==> config.mk <==
export PLATFORM = sky130hd
export DESIGN_NAME = signal_edge_monitor
export DESIGN_NICKNAME = d
export VERILOG_FILES = /design/src/rtl/signal_edge_monitor.sv
export SDC_FILE = /design/constraint.sdc
export NUM_CORES = 1
export LEC_CHECK = 0
export CORE_UTILIZATION = 59
export CTS_CLUSTER_DIAMETER = 120
export DETAILED_ROUTE_END_ITERATION = 16
export GPL_ROUTABILITY_DRIVEN = 0
export PLACE_DENSITY_LB_ADDON = 0.08
export SKIP_LAST_GASP = 1
export SLEW_MARGIN = 20
export SYNTH_ARGS = -nofsm -noshare
export SYNTH_HDL_FRONTEND = slang
export SYNTH_SLANG_ARGS = --single-unit
==> constraint.sdc <==
create_clock -name clock -period 2.5 [get_ports clock]
set_clock_uncertainty 0.15 [all_clocks]
set_input_delay 0.5 -clock clock [delete_from_list [all_inputs] [get_ports clock]]
set_output_delay 0.5 -clock clock [all_outputs]
set_load 0.1 [all_outputs]
==> src/rtl/signal_edge_monitor.sv <==
// Edge monitor: synchronizes mon_in, timestamps each edge, measures edge intervals and queues
// event records in a 4-entry FIFO. Define SIGNAL_EDGE_MONITOR_TIMEOUT_EN to enable the stuck check.
module signal_edge_monitor #(
  parameter int unsigned TS_W        = 16,
  parameter int unsigned INT_W       = 8,
  parameter int unsigned HALF_PERIOD = 5,
  parameter int unsigned TIMEOUT     = 64
) (
  input  logic             clock,
  input  logic             reset,
  input  logic             mon_in,
  input  logic             enable,
  input  logic             clr_err,
  output logic             evt_valid,
  input  logic             evt_ready,
  output logic [TS_W-1:0]  evt_ts,
  output logic             evt_level,
  output logic [INT_W-1:0] evt_interval,
  output logic             period_err,
  output logic             overflow,
  output logic             stuck
);

  localparam int unsigned EntryW = TS_W + 1 + INT_W;
  localparam logic [INT_W-1:0] IntMax = '1;

  if (TIMEOUT < 1) begin : g_bad_timeout
    $error("TIMEOUT must be at least 1");
  end

  typedef enum logic [1:0] {StIdle, StArm, StMeasure} state_e;

  state_e            state_q;
  logic              s1_q, s2_q, s3_q;
  logic [TS_W-1:0]   ts_q;
  logic [INT_W-1:0]  cnt_q;
  logic              pend_valid_q;
  logic [TS_W-1:0]   pend_ts_q;
  logic              pend_level_q;
  logic [INT_W-1:0]  pend_interval_q;

  logic [EntryW-1:0] mem_q [4];
  logic [1:0]        wr_ptr_q, rd_ptr_q;
  logic [2:0]        count_q;

  logic              edge_det, active;
  logic [INT_W-1:0]  cnt_inc;
  logic              push, pop, drop, pe_set;
  logic [EntryW-1:0] head;

  assign edge_det = s2_q ^ s3_q;
  assign active   = enable && (state_q != StIdle);
  assign cnt_inc  = (cnt_q == IntMax) ? IntMax : cnt_q + INT_W'(1);

  always_ff @(posedge clock or posedge reset) begin
    if (reset) begin
      s1_q <= 1'b0;
      s2_q <= 1'b0;
      s3_q <= 1'b0;
      ts_q <= '0;
    end else begin
      s1_q <= mon_in;
      s2_q <= s1_q;
      s3_q <= s2_q;
      ts_q <= ts_q + TS_W'(1);
    end
  end

  // Detected edges are staged one cycle in pend_* before entering the FIFO.
  always_ff @(posedge clock or posedge reset) begin
    if (reset) begin
      state_q         <= StIdle;
      cnt_q           <= '0;
      pend_valid_q    <= 1'b0;
      pend_ts_q       <= '0;
      pend_level_q    <= 1'b0;
      pend_interval_q <= '0;
    end else begin
      pend_valid_q <= 1'b0;
      pend_ts_q    <= ts_q;
      pend_level_q <= s2_q;
      if (!enable) begin
        state_q <= StIdle;
        cnt_q   <= '0;
      end else begin
        unique case (state_q)
          StIdle: begin
            state_q <= StArm;
            cnt_q   <= '0;
          end
          StArm: begin
            if (edge_det) begin
              state_q         <= StMeasure;
              cnt_q           <= '0;
              pend_valid_q    <= 1'b1;
              pend_interval_q <= '0;
            end
          end
          StMeasure: begin
            if (edge_det) begin
              cnt_q           <= '0;
              pend_valid_q    <= 1'b1;
              pend_interval_q <= cnt_inc;
            end else begin
              cnt_q <= cnt_inc;
            end
          end
          default: state_q <= StIdle;
        endcase
      end
    end
  end

  assign evt_valid = (count_q != 3'd0);
  assign pop       = evt_valid && evt_ready;
  assign drop      = pend_valid_q && (count_q == 3'd4) && !pop;
  assign push      = pend_valid_q && !drop;
  assign pe_set    = pend_valid_q && (pend_interval_q != '0)
                     && (pend_interval_q != INT_W'(HALF_PERIOD));

  always_ff @(posedge clock) begin
    if (push) mem_q[wr_ptr_q] <= {pend_ts_q, pend_level_q, pend_interval_q};
  end

  always_ff @(posedge clock or posedge reset) begin
    if (reset) begin
      wr_ptr_q   <= '0;
      rd_ptr_q   <= '0;
      count_q    <= '0;
      period_err <= 1'b0;
      overflow   <= 1'b0;
    end else begin
      if (push) wr_ptr_q <= wr_ptr_q + 2'd1;
      if (pop)  rd_ptr_q <= rd_ptr_q + 2'd1;
      count_q    <= count_q + {2'b0, push} - {2'b0, pop};
      period_err <= (period_err & ~clr_err) | pe_set;
      overflow   <= (overflow & ~clr_err) | drop;
    end
  end

  // Outputs are forced to zero when empty so reset values hold without clearing the storage.
  assign head         = mem_q[rd_ptr_q];
  assign evt_ts       = evt_valid ? head[EntryW-1 -: TS_W] : '0;
  assign evt_level    = evt_valid ? head[INT_W] : 1'b0;
  assign evt_interval = evt_valid ? head[INT_W-1:0] : '0;

`ifdef SIGNAL_EDGE_MONITOR_TIMEOUT_EN
  localparam int unsigned NcW = $clog2(TIMEOUT + 1);

  logic [NcW-1:0] quiet_q;
  logic           st_set;

  assign st_set = active && !edge_det && (quiet_q == NcW'(TIMEOUT - 1));

  always_ff @(posedge clock or posedge reset) begin
    if (reset) begin
      quiet_q <= '0;
      stuck   <= 1'b0;
    end else begin
      if (!active || edge_det) begin
        quiet_q <= '0;
      end else if (quiet_q != NcW'(TIMEOUT)) begin
        quiet_q <= quiet_q + NcW'(1);
      end
      stuck <= (stuck & ~clr_err) | st_set;
    end
  end
`else
  assign stuck = 1'b0;
`endif

endmodule

After elaboration in Yosys (flattened, before gate mapping) --
Memory sizes are Yosys's and may differ from the RTL's. Cells that the tools add are included.
Storage, ports and cells: flip-flop bits (word level) 63, RAM bits 100, bits of input ports 6, output and inout bits 29, word-level logic and storage cells 71, memories 1
Memories:
- mem_q | depth 4, bits a word 25, rd ports 1, clocked after memory_dff 0, wr ports 1, RTL line 42 | logic [EntryW-1:0] mem_q [4];
Operators by class: add/sub/neg operators 6, equal/unequal tests 10, mux-type cells 18, bitwise operators 6, reduce and logical (&&, ||, !) cells 16
Operators by type and width (count):
- $mux W8 | 6
- $pmux W8 S3 | 1
- $add A16 B1 Y16 const B | 1
- $mux W16 | 1
- $pmux W8 S2 | 1
- $add A8 B1 Y8 const B | 1
- $eq A8 B8 Y1 const B | 1
- $ne A8 B3 Y1 const B | 1
- $reduce_bool A8 Y1 | 1
- $logic_and A1 B1 Y1 | 6
- $mux W1 | 6
- $ne A2 B2 Y1 const B | 3
- $pmux W2 S3 | 1
- $add A2 B1 Y2 const B | 2
- $mux W2 | 2
- $ne A4 B1 Y1 const B | 1
- $reduce_and A2 Y1 | 2
- $reduce_and A4 Y1 | 1
- $add A3 B1 Y3 | 1
- $eq A3 B3 Y1 const B | 1
- $ne A3 B3 Y1 const B | 1
- $reduce_bool A3 Y1 | 1
- $sub A3 B1 Y3 | 1
- $and A1 B1 Y1 | 2
- other kinds (9) | 11

Depth between registers and ports, before layout --
Gate-level depths: netlist of run 1.
depth in word-level cells 8, mapped depth 10, gate-level depth less buffers 9

Least setup slack after synthesis of run 1 --
OpenSTA, ideal clock, no wires.
path type register to output, from reg count_q[1], to out evt_interval[0], arrival 2593 ps, required time 1850 ps, setup slack -743 ps, cell stages (with the launch flop) 5, buffers on the path 2, path through dfrtp_1 -> or3_1 -> clkbuf_1 -> clkbuf_1 -> and2_1
On the way: cells in the longest elaborated chain, start to end 2
Ends and longest elaborated chain:
- from (decl) | RTL line 44 | logic [2:0] count_q;
- from (signal assigned) | RTL line 135 | count_q <= count_q + {2'b0, push} - {2'b0, pop};
- $reduce_bool A3 Y1 | RTL line 114 | assign evt_valid = (count_q != 3'd0);
- via evt_valid | RTL line 14 | output logic evt_valid,
- $mux W8 | RTL line 145 | assign evt_interval = evt_valid ? head[INT_W-1:0] : '0;
- to (decl) | RTL line 18 | output logic [INT_W-1:0] evt_interval,
The timed path passes the listed nets, and every way through them passes these cells.

Final worst setup path of run 1 --
from reg rd_ptr_q[0], to out evt_ts[6]
On the way: cells in the longest elaborated chain, start to end 2
Ends and longest elaborated chain:
- from (decl) | RTL line 43 | logic [1:0] wr_ptr_q, rd_ptr_q;
- from (signal assigned) | RTL line 134 | if (pop) rd_ptr_q <= rd_ptr_q + 2'd1;
- $mem_v2 Z4 W25
- $mux W16 | RTL line 143 | assign evt_ts = evt_valid ? head[EntryW-1 -: TS_W] : '0;
- to (decl) | RTL line 16 | output logic [TS_W-1:0] evt_ts,
Every way passes these cells.

==> results of run 1 <==
[flip-flops by register name, indices dropped and copies added (netlist names), 2 cells and up]
name             cells
mem_q              100
pend_ts_q           16
ts_q                16
cnt_q                8
pend_interval_q      8
count_q              3
rd_ptr_q             2
state_q              2
wr_ptr_q             2
[routing by layer]
layer	track usage (%)	vias up
met5	0	-
met4	9.88	0
met3	4.80	17
met2	40.0	99
met1	33.9	1794
li1	-	1568
[cells by family after synthesis]
group	after synthesis	share of synthesized area, %
xor+xnor	23	3.23
flops	163	70.7
fa+ha+maj	12	2.43
compound gates	40	4.25
buf+inv	25	2.07
simple gates	91	8.27
mux	27	9.00
other cells	1	0.0579
[layout make-up]
class	instances	area, um2
clock buffer	23	447
clock inverter	9	82.6
fill	594	2420
inverter	11	41.3
multi-input combinational	194	1830
sequential	163	4580
tap	136	170
timing repair buffer	54	898
[Yosys cell counts (6+ instances only)]
master / n
nand4_1: 6
dfrtp_1: 63
o21ai_0: 7
inv_1: 11
ha_1: 11
xnor2_1: 16
nand2_1: 14
and2_1: 30
nand3_1: 9
a21oi_1: 6
mux4_2: 25
and3_1: 6
xor2_1: 6
a22o_1: 6
edfxtp_1: 100
[worst register-to-register path, delay by kind of cell, from the launching register on]
family,cells,cell delay [ns]
flops,1,0.43
compound gates,1,0.13
buf+inv,1,0.05
fa+ha+maj,2,0.51
simple gates,2,0.59
xor+xnor,2,0.31
[per-stage QoR]
| step | utilization (%) | setup slack [ns] | cells | TNS, ns |
|---|---|---|---|---|
| finish | 76.9 | -0.228 | 590 | -4.98 |
| global placement | 70.2 | 0.0473 | 551 | 0 |
| floorplan | - | -0.0120 | 382 | -0.108 |
| detailed placement | 70.2 | -0.0470 | 551 | -0.0796 |
| CTS | 77.0 | -0.261 | 591 | -5.81 |
| global route | 76.9 | -0.297 | 590 | -6.75 |
[path summary, 6_finish.rpt]
path	startpoint	endpoint	slack, ns
max	rd_ptr_q[0]	evt_ts[6]	-0.23
min reg2reg	s1_q	s2_q	0.20
min in group asynchronous	reset	s1_q	0.21
max in group asynchronous	reset	rd_ptr_q[0]	1.71
max reg2reg	count_q[1]	count_q[2]	0.25
min	s1_q	s2_q	0.20
[placed cells by master (no fill, tap or decap), types with 5 or more instances in the layout]
master             n
xnor2_1           16
mux4_2            25
ha_1              11
a21o_1             5
inv_1             10
and2_1             5
buf_4             10
buf_12            34
edfxtp_1         100
nand3_1            9
nand4_1            6
a22o_1             6
o21ai_0            7
a21oi_1            6
and2_4            25
nor2_1             5
clkdlybuf4s50_1    5
and3_1             6
dfrtp_1           62
nand2_1           14
clkbuf_1           5
clkbuf_16         16
xor2_1             6
[timing repair]
item                                    4_1_cts  5_1_grt
endpoints found under the setup margin       25       26
hold endpoints to repair                      0        0
gates resized for setup                      32        4
buffers inserted                              5        1
gates cloned                                  3        0
==> flow_summary.json, run 1 <==
{
  "cts-buffers-inserted": 17,
  "fmax_mhz": 367,
  "async_flop_share_pct": 38.7,
  "hold_viol": 0,
  "critPathArrivalTime_ns": 2.08,
  "synth_warnings": 0,
  "synth_edf_count": 100,
  "yosysSeqAreaShare_pct": 70.7,
  "synth.net_count": 400,
  "period_minus_slack_ns": 2.73,
  "routed-via-count": 3478,
  "syn_area_um2": 6480,
  "setup_violations": 25,
  "synth-main-ff-cell": "edfxtp_1",
  "setup_slack_ns": -0.228,
  "viasPerCell": 5.89,
  "clk_path_buf_depth": 2,
  "ys_types": 45,
  "wl_met2_um": 6230,
  "hp-class": "reg2reg",
  "cp_cell_sequence": "buf_6 > buf_16 > mux4_2 > and2_4 > buf_12",
  "die_w_um": 107,
  "ant_nets": 0,
  "fin_nets": 459,
  "synthTopCellsByArea": "edfxtp_1 46%, dfrtp_1 24%, mux4_2 8.7%",
  "placed_area_um2": 7340,
  "stdcell_area_um2": 8050,
  "routed_wl_um": 12400,
  "cp_data_required_time_ns": 1.85,
  "diodes": 0,
  "slew_viol_final": 0,
  "critPathKind": "reg2out",
  "die_h_um": 107,
  "drive_gt1_share_pct": 29.7,
  "start_util_pct": 61.9,
  "route.detailed.drc": 0,
  "clk_latency_ns": 0.53,
  "die_area_um2": 11400,
  "crit_buf_inv": 3,
  "reg2reg_depth": 8,
  "overflow": 0,
  "clk_pin_slew_ns": 0.06,
  "grt_max_degree": 64,
  "max_stage_delay_ns": 0.50,
  "dr.first_iter.drc_count": 294,
  "crit_family": "multiplexers",
  "netlist.area_leader.share_pct": 46.4,
  "hpwl_um": 6920,
  "hold_depth": 0,
  "startpoint_type": "register",
  "syn_inst": 382,
  "drt_pass1_iterations": 5,
  "cts_sinks": 163,
  "post-route-period-util_pct": 109,
  "outcome": "finished with violations",
  "track_usage_pct": 24.8,
  "rsz0062_at_grt": "true",
  "syn_avg_cell_area_um2": 17.0,
  "syn_to_final_growth_pct": 24.2,
  "ios": 35,
  "hold_slack_ns": 0.198,
  "synth-seq-cells": 163,
  "violations": "negative setup slack",
  "critPathCaptureType": "output pin",
  "hold_buffers": 0,
  "crit_slowest_cell": "mux4_2",
  "cts_tree": "built",
  "drt-met1-wl_um": 5510,
  "grt_pass1_wl_um": 20200,
  "floorplan.rows": 37,
  "highest_layer": "met4",
  "wl_per_cell_um": 21.0,
  "antenna_found_initial": 0,
  "met3_length_um": 475,
  "synth_largest_area_cell": "edfxtp_1",
  "cap_violations": 0,
  "crit_cells": 5,
  "io_buffer_count": 33,
  "core-area_um2": 10500,
  "crit_fanout": 6,
  "h-tree-depth": 4,
  "cts-root-buf": "clkbuf_8",
  "grt_pass1_vias": 3680
}
Power of run 1 is not shown: default switching activity piles up to over one toggle a cycle in this logic, so the estimate is an artifact.
==> run 2, diff against run 1 <==
Settings changed: CAP_MARGIN from default to 20, CORE_MARGIN from default to 3.
==> flow_summary.json, run 2 (synthesis gave the netlist of run 1 again) <==
{
  "grt_pass1_vias": 3628,
  "slew_headroom_pct": 63.1,
  "crit_fanout": 5,
  "route.detailed.drc": 0,
  "drive_gt1_share_pct": 31.3,
  "worst_pin_slew_ns": 0.553,
  "finalSetupTns_ns": -5.54,
  "cap_violations": 0,
  "diodes": 0,
  "rr_startpoint": "count_q[1]",
  "die_area_um2": 12300,
  "reg_top3": "mem_q x100, pend_ts_q x16, ts_q x16",
  "cts_tree": "built",
  "cts-buffers-inserted": 17,
  "overflow": 0,
  "cts_sinks": 163,
  "clk_latency_ns": 0.53,
  "multi_input_area_um2": 1830,
  "ios": 35,
  "startpoint_type": "register",
  "h-tree-depth": 4,
  "cp_cell_sequence": "buf_12 > buf_12 > buf_16 > mux4_2 > and2_4 > buf_12",
  "slew_viol_final": 0,
  "violations": "negative setup slack",
  "grt_pass1_wl_um": 20900,
  "largest_register_ffs": 100,
  "critPathKind": "reg2out",
  "setup_slack_ns": -0.301,
  "fill_cells": 584,
  "hpwl_um": 7010,
  "cpMostUsedCell": "buf_12",
  "fin_cells": 590,
  "routed_wl_um": 13000,
  "core-area_um2": 10500,
  "die_w_um": 111,
  "reg2reg_depth": 8,
  "crit_slowest_cell": "mux4_2",
  "fin_nets": 459,
  "cp_data_required_time_ns": 1.85,
  "drt_pass1_iterations": 5,
  "critPathArrivalTime_ns": 2.15,
  "rsz0062_at_grt": "true",
  "crit_start": "rd_ptr_q[0]",
  "final_common_cell": "edfxtp_1",
  "track_usage_pct": 22.8,
  "outcome": "finished with violations",
  "start_util_pct": 61.6,
  "cts-root-buf": "clkbuf_8",
  "dr.first_iter.drc_count": 382,
  "critPathCaptureType": "output pin",
  "top_register": "mem_q",
  "grtUsageMet2_pct": 35.8,
  "period_minus_slack_ns": 2.80,
  "io_buffer_count": 33,
  "hp-class": "in2async",
  "post-route-period-util_pct": 112,
  "ff_latch_area_um2": 4580,
  "dpl.cell_count": 551,
  "gr-usage-met1_pct": 30.5,
  "syn_to_final_growth_pct": 26.2,
  "viasPerCell": 6.03,
  "hold_viol": 0,
  "die_h_um": 111,
  "gr-usage-met3_pct": 7.15,
  "clk_pin_slew_ns": 0.06,
  "wl_per_cell_um": 22.1,
  "grt_max_degree": 33,
  "layout_common_cells": "100 x edfxtp_1, 61 x dfrtp_1, 38 x buf_12, 25 x mux4_2, 25 x and2_4",
  "setup_violations": 25,
  "ant_nets": 0,
  "fmax_mhz": 357,
  "antenna_found_initial": 0,
  "busiest_layer": "met2",
  "routed-via-count": 3560,
  "hold_slack_ns": 0.190,
  "hold_buffers": 0,
  "max_stage_delay_ns": 0.50,
  "clk_path_buf_depth": 2,
  "floorplan.rows": 37
}
[run 2: cell count changes in the layout (fill, tap and decap cells not counted), sizes merged]
| cell | delta |
|---|---|
| clkinvlp | -4 |
| clkbuf | -1 |
| clkinv | +3 |
| inv | +2 |
[run 2: what timing repair did]
item / CTS / global route
setup endpoints to repair: 26 / 26
resized for setup: 33 / 4
gates cloned: 3 / 0
setup buffers: 4 / 0
[run 2: cell type report]
| class | count | share of cell area (%) |
|---|---|---|
| Clock buffer | 22 | 6.12 |
| Clock inverter | 10 | 1.13 |
| Inverter | 11 | 0.505 |
| Multi-Input combinational cell | 194 | 22.4 |
| Sequential cell | 163 | 56.1 |
| Tap cell | 136 | 2.08 |
| Timing Repair Buffer | 54 | 11.7 |
[run 2: worst paths after layout]
path                                           end  slack [ns]
worst max register to register          count_q[2]        0.30
max in group asynchronous       pend_interval_q[4]        1.43
min in group clock                            s2_q        0.21
worst min register to register                s2_q        0.21
worst max-delay path                     evt_ts[8]       -0.30
worst min-delay path                       ts_q[6]        0.19
[run 2: through the flow]
step	area (um2)	worst slack (ns)	util (%)
CTS	8160	-0.291	77.6
global placement	7340	0.0272	69.9
global route	8170	-0.375	77.8
floorplan	6490	-0.0120	-
detailed placement	7340	-0.0980	69.9
finish	8170	-0.301	77.8
[run 2: critical path, delay by kind of cell (launching register included)]
family	cells	cell delay, ns
buffers and inverters	4	0.52
multiplexers	1	0.50
flip-flops	1	0.41
AND/OR/NAND/NOR	1	0.19
[run 2: layer usage]
layer / wire length [um] / vias to the layer above / share of wire [%]
met5: 0 / - / 0
met4: 325 / 0 / 2.5
met3: 962 / 25 / 7.4
met2: 6470 / 158 / 50
met1: 5270 / 1813 / 40
li1: - / 1564 / -
Power of run 2 is left out for the same reason.
==> run 3, diff against run 2 <==
Settings changed: HOLD_SLACK_MARGIN from default to 0.1.
==> results of run 3 <==
Same layout as run 2: the final DEF is identical, and so are final timing and power.
Power of run 3 is left out for the same reason.
